==> src/rtl/small_mem.sv <==
`default_nettype none
// ============================================================================
//  Module   : small_mem
//  Purpose  : Small synchronous register-file memory holding the per-slot
//             LED/position patterns for the arcade game datapath. It has one
//             write port and one read port on a single clock. The read port
//             is registered, so read data appears one cycle after the address.
//
//  Ports    : clk          in   1       system clock, rising-edge active
//             rst_n        in   1       synchronous active-low reset
//             write_enable in   1       write strobe
//             addr_wr      in   ADDR_W  write address
//             data_in      in   DATA_W  write data
//             addr_rd      in   ADDR_W  read address
//             data_out     out  DATA_W  registered read data
//
//  Options  : SMALL_MEM_BYPASS_EN
//               defined   - write-through bypass. A same-address write in
//                           the same cycle as a read returns the new data.
//               undefined - read-before-write. A same-address collision
//                           returns the old stored data.
//
//  Revision : 1.0  initial release
// ============================================================================
module small_mem #(
  parameter int DATA_W = 10,
  parameter int ADDR_W = 2
) (
  input  logic              clk,
  input  logic              rst_n,
  input  logic              write_enable,
  input  logic [ADDR_W-1:0] addr_wr,
  input  logic [DATA_W-1:0] data_in,
  input  logic [ADDR_W-1:0] addr_rd,
  output logic [DATA_W-1:0] data_out
);

  localparam int c_DEPTH = 2 ** ADDR_W;

  logic [DATA_W-1:0] r_mem [c_DEPTH];
  logic [DATA_W-1:0] r_data_out;
  logic [DATA_W-1:0] w_rd_data;

`ifdef SMALL_MEM_BYPASS_EN
  // Forward the incoming write data when it targets the address being read.
  assign w_rd_data = (write_enable && (addr_wr == addr_rd)) ? data_in : r_mem[addr_rd];
`else
  // The read sees the stored contents from before this edge, so a
  // same-address write only becomes visible on the following read.
  assign w_rd_data = r_mem[addr_rd];
`endif

  // Reset clears the whole array. It takes priority over any write in the
  // same cycle, so that write is dropped.
  always_ff @(posedge clk) begin
    if (!rst_n) begin
      for (int i = 0; i < c_DEPTH; i++) begin
        r_mem[i] <= '0;
      end
      r_data_out <= '0;
    end else begin
      if (write_enable) begin
        r_mem[addr_wr] <= data_in;
      end
      r_data_out <= w_rd_data;
    end
  end

  assign data_out = r_data_out;

endmodule
`default_nettype wire

==> config.mk <==
export PLATFORM = sky130hd
export DESIGN_NAME = small_mem
export DESIGN_NICKNAME = d
export VERILOG_FILES = /design/src/rtl/small_mem.sv
export SDC_FILE = /design/constraint.sdc
export NUM_CORES = 1
export LEC_CHECK = 0
export CAP_MARGIN = 10
export CORE_MARGIN = 10
export CORE_UTILIZATION = 50
export DETAILED_ROUTE_END_ITERATION = 12
export MAX_ROUTING_LAYER = met4
export PLACE_DENSITY = 0.73
export SYNTH_ARGS = -nofsm -noshare
export SYNTH_HDL_FRONTEND = slang
export SYNTH_SLANG_ARGS = --single-unit
==> constraint.sdc <==
create_clock -name clk -period 1.99 [get_ports clk]
set_input_delay 0.597 -clock clk [delete_from_list [all_inputs] [get_ports clk]]
set_output_delay 0.597 -clock clk [all_outputs]
set_load 0.03 [all_outputs]
Word-level counts from Yosys, hierarchy flattened
Memory sizes are Yosys's and may differ from the RTL's. A register that Yosys moved wholly into a read port is not among the register bits.
Index checks and enable logic that the tools add are counted.
{"block": "totals", "regBits": 0, "mem_bits_rw": 40, "in_bits": 17, "out_inout_bits": 10, "elab_cells": 10, "mem_count": 1}
{"memory": "r_mem", "depth": 4, "width": 10, "rd": 1, "rd_ports_with_merged_regs": 1, "wr": 4, "line": "40", "text": "logic [DATA_W-1:0] r_mem [c_DEPTH];"}
{"block": "op_classes", "n_mux": 7, "n_reduce_logical": 2}
{"operator": "two-way mux 10 bit", "count": 1}
{"operator": "OR reduction 10 bit", "count": 1}
{"operator": "two-way mux 1 bit", "count": 5}
{"operator": "two-way mux 2 bit", "count": 1}
{"operator": "zero test 1 bit", "count": 1}

Longest topological paths before layout
Gate-level depths: netlist of the first run.
{"block": "logic_depth", "word_depth": 5, "ltp_mapped": 4, "ltp_nobuf": 2}

Least setup slack after synthesis of the first run
Ideal clock, no wire load.
{"block": "synth_timing", "kind": "in2reg", "start": "input port addr_wr[1]", "end": "memory r_mem[2][0] (enable)", "setup_time_ps": 391, "arrival_time_ps": 1395, "required_time_ps": 1599, "setup_slack_ps": 205, "stages": 2, "n_path_buf": 0, "path_cell_list": "nand2_1 -> o21ai_0"}
{"element": "from (decl)", "line": "32", "text": "input logic [ADDR_W-1:0] addr_wr,"}
{"element": "to (decl)", "line": "40"}

Worst setup path after layout of the first run
{"block": "layout_timing", "start": "register r_data_out[0], in the netlist data_out[0], read port of r_mem", "end": "output port data_out[0]"}
{"element": "from (decl)", "line": "41", "text": "logic [DATA_W-1:0] r_data_out;"}
{"element": "to (decl)", "line": "35", "text": "output logic [DATA_W-1:0] data_out"}
No word-level cell between the ends.

==> results.yml, run 1 <==
status:
  status: "complete, no violations"
pwr:
  leakage_nw: 1.00
  powerDensity_nw_per_um2: 823
  ir_drop_mv: 0.398
  p_total_mw: 2.08
sta:
  fin_crit_sh_pct: 96.1
  finalSetupViolCount: 0
  tightest_slew_ps: 426
  fin_setup_tns_ps: 0
  final.setup.worst_slack_ps: 76.9
  max_clock_freq_ghz: 0.523
  relSlewSlack_pct: 71.6
  min_period_ps: 1910
  fin_skew_ps: 4.99
  rsz0062_at_grt: "false"
  finalHoldViolCount: 0
  drv_slew: 0
floorplanning:
  die_area_um2: 7100
  initial_core_util_pct: 51.6
  rows: 23
  die_h_um: 84.2
  io_pins: 27
  core_um2: 4000
  die_x_um: 84.2
global_route:
  grt_start_max_net_pins: 21
  grt_pass1_wl_um: 6330
  grt_overflow: 0
  grt_pass1_vias: 1293
  gr-usage-all-layers_pct: 11.6
  grt_antenna_before_repair: 0
layout:
  areaGrowthSynthToFinish_pct: 22.6
  nNetsFinal: 193
  antenna_cells: 0
  instances_no_fill: 227
  multi_input_area_um2: 589
  design_area_um2: 2530
  regArea_um2: 1400
  drive_gt1_share_pct: 11.9
  fill_cells: 319
  final_common_cell: "edfxtp_1"
  mostFrequentLayoutCells: "edfxtp_1 (40), and2_1 (30), clkdlybuf4s50_1 (26), mux2i_1 (20)"
worst_setup_path:
  cp_top_family: "buffers and inverters"
  slowest_delay_ps: 680
  path_max_fanout: 1
  crit_buf_inv: 1
  crit_path_start: "data_out[0]"
  crit_arrival_ps: 1320
  crit_type: "register to output pin"
  path_cells: "clkdlybuf4s50_1"
  r2r-start: "r_mem[3][7]"
  cp-end-kind: "output pin"
  slowest_stage: "clkdlybuf4s50_1"
  cp.required_ps: 1390
  startpoint_type: "register"
route:
  finalWirelength_um: 3950
  viasPerCell: 5.43
  drt-pass1-iter-count: 4
  vias: 1233
  drc: 0
  drt_iter0_drc: 100
  post_drt_wl_per_cell_um: 17.4
  ant_nets: 0
synthesis:
  synth.distinct_cells: 16
  ys_ff_latch: 50
  ys_seq_area_share_pct: 67.9
  syn_area_per_cell_um2: 14.7
  synth_warnings: 0
  syn_nets: 157
  syn_area_um2: 2060
  synthCells: 140
clock_tree:
  postCtsSetupBuffers: 0
  ctsHoldBuffers: 0
  numCtsBuffers: 5
  clk_pin_slew_ps: 90
  clock_sinks: 50
  root_buffer: "clkbuf_8"
  clock_latency_ps: 310
  cts_htree_levels: 2
  post_cts_resized: 0
  cts_buffer_depth: 2
  cts_tree: "yes"
hold_path:
  hp-class: "register to register"
  min-delay-start: "r_mem[0][3]"
placed_design:
  dpl.hpwl_um: 2920
  io_buffers: 26
  pre_cts_ws_ps: -47.2
  placedCellCount: 219
  place_area_um2: 2440
  gp_routability_congestion: 0.757
run:
  cap_violations: 0
state kept, by name (all words and copies together) (netlist names):
signal and count:
data_out 10, r_mem 40
path summary, 6_finish.rpt:
path / end / slack (ps) / depth (start not counted)
worst max-delay path: data_out[0] / 80 / 1
worst min-delay path: data_out[3] / 560 / 2
worst max register to register: data_out[7] / 1140 / 2
worst min register to register: data_out[3] / 560 / 2
report_power, final:
part           leakage [nW]  internal [mW]  total (mW)  switching (mW)
Sequential            0.473           1.21        1.23          0.0213
Clock                0.0484          0.248       0.589           0.341
Combinational         0.482          0.125       0.262           0.136
Total                  1.00           1.58        2.08           0.498
through the flow:
step | util, % | hold WS [ps]
after floorplan | - | 479
after global placement | 61.0 | 525
after detailed placement | 61.0 | 544
after CTS | 63.2 | 559
after global routing | 63.2 | 570
final | 63.2 | 556
per-layer routing:
metal / vias to the layer above / routed length [um] / GRT usage [%]
met1: 612 / 1850 / 14.0
met3: 5 / 156 / 3.09
met2: 31 / 1870 / 17.6
li1: 585 / - / -
met5: - / 0 / -
met4: 0 / 77 / 5.33
area by class of cell:
cell class	count	share of cell area (%)
repair buffers	38	15.3
flip-flops and latches	50	55.4
well taps	50	2.47
clock inverters	3	0.791
multi-input cells	81	23.3
clock buffers	5	2.72
Yosys cell counts:
cell type,count,area [um^2]
nand2b_1,3,18.8
buf_2,1,5.00
buf_4,2,15.0
and2_1,30,188
and4b_1,2,20.0
o21ai_0,1,5.00
clkbuf_1,2,7.51
dfxtp_1,10,200
mux2i_1,20,200
buf_6,4,45.0
nand2_1,3,11.3
edfxtp_1,40,1200
and3_1,10,62.6
o22ai_1,10,62.6
and4bb_4,1,16.3
nand3_1,1,5.00
kinds of logic (layout without fill, tap and decap cells):
kind of cell	Yosys count	after routing	synth area share, %
flip-flops	50	50	67.9
AND/OR/NAND/NOR	50	50	15.6
multiplexers	20	20	9.70
AO/OA/AOI/OAI	11	11	3.27
buffers and inverters	9	46	3.52
Note: power is estimated with default switching activity, not from simulation.
==> run 2: changes to the inputs <==
CTS_BUF_LIST = sky130_fd_sc_hd__clkbuf_8   (was not set)
==> results of run 2 <==
No change in the layout: final DEF, timing and power equal those of run 1.
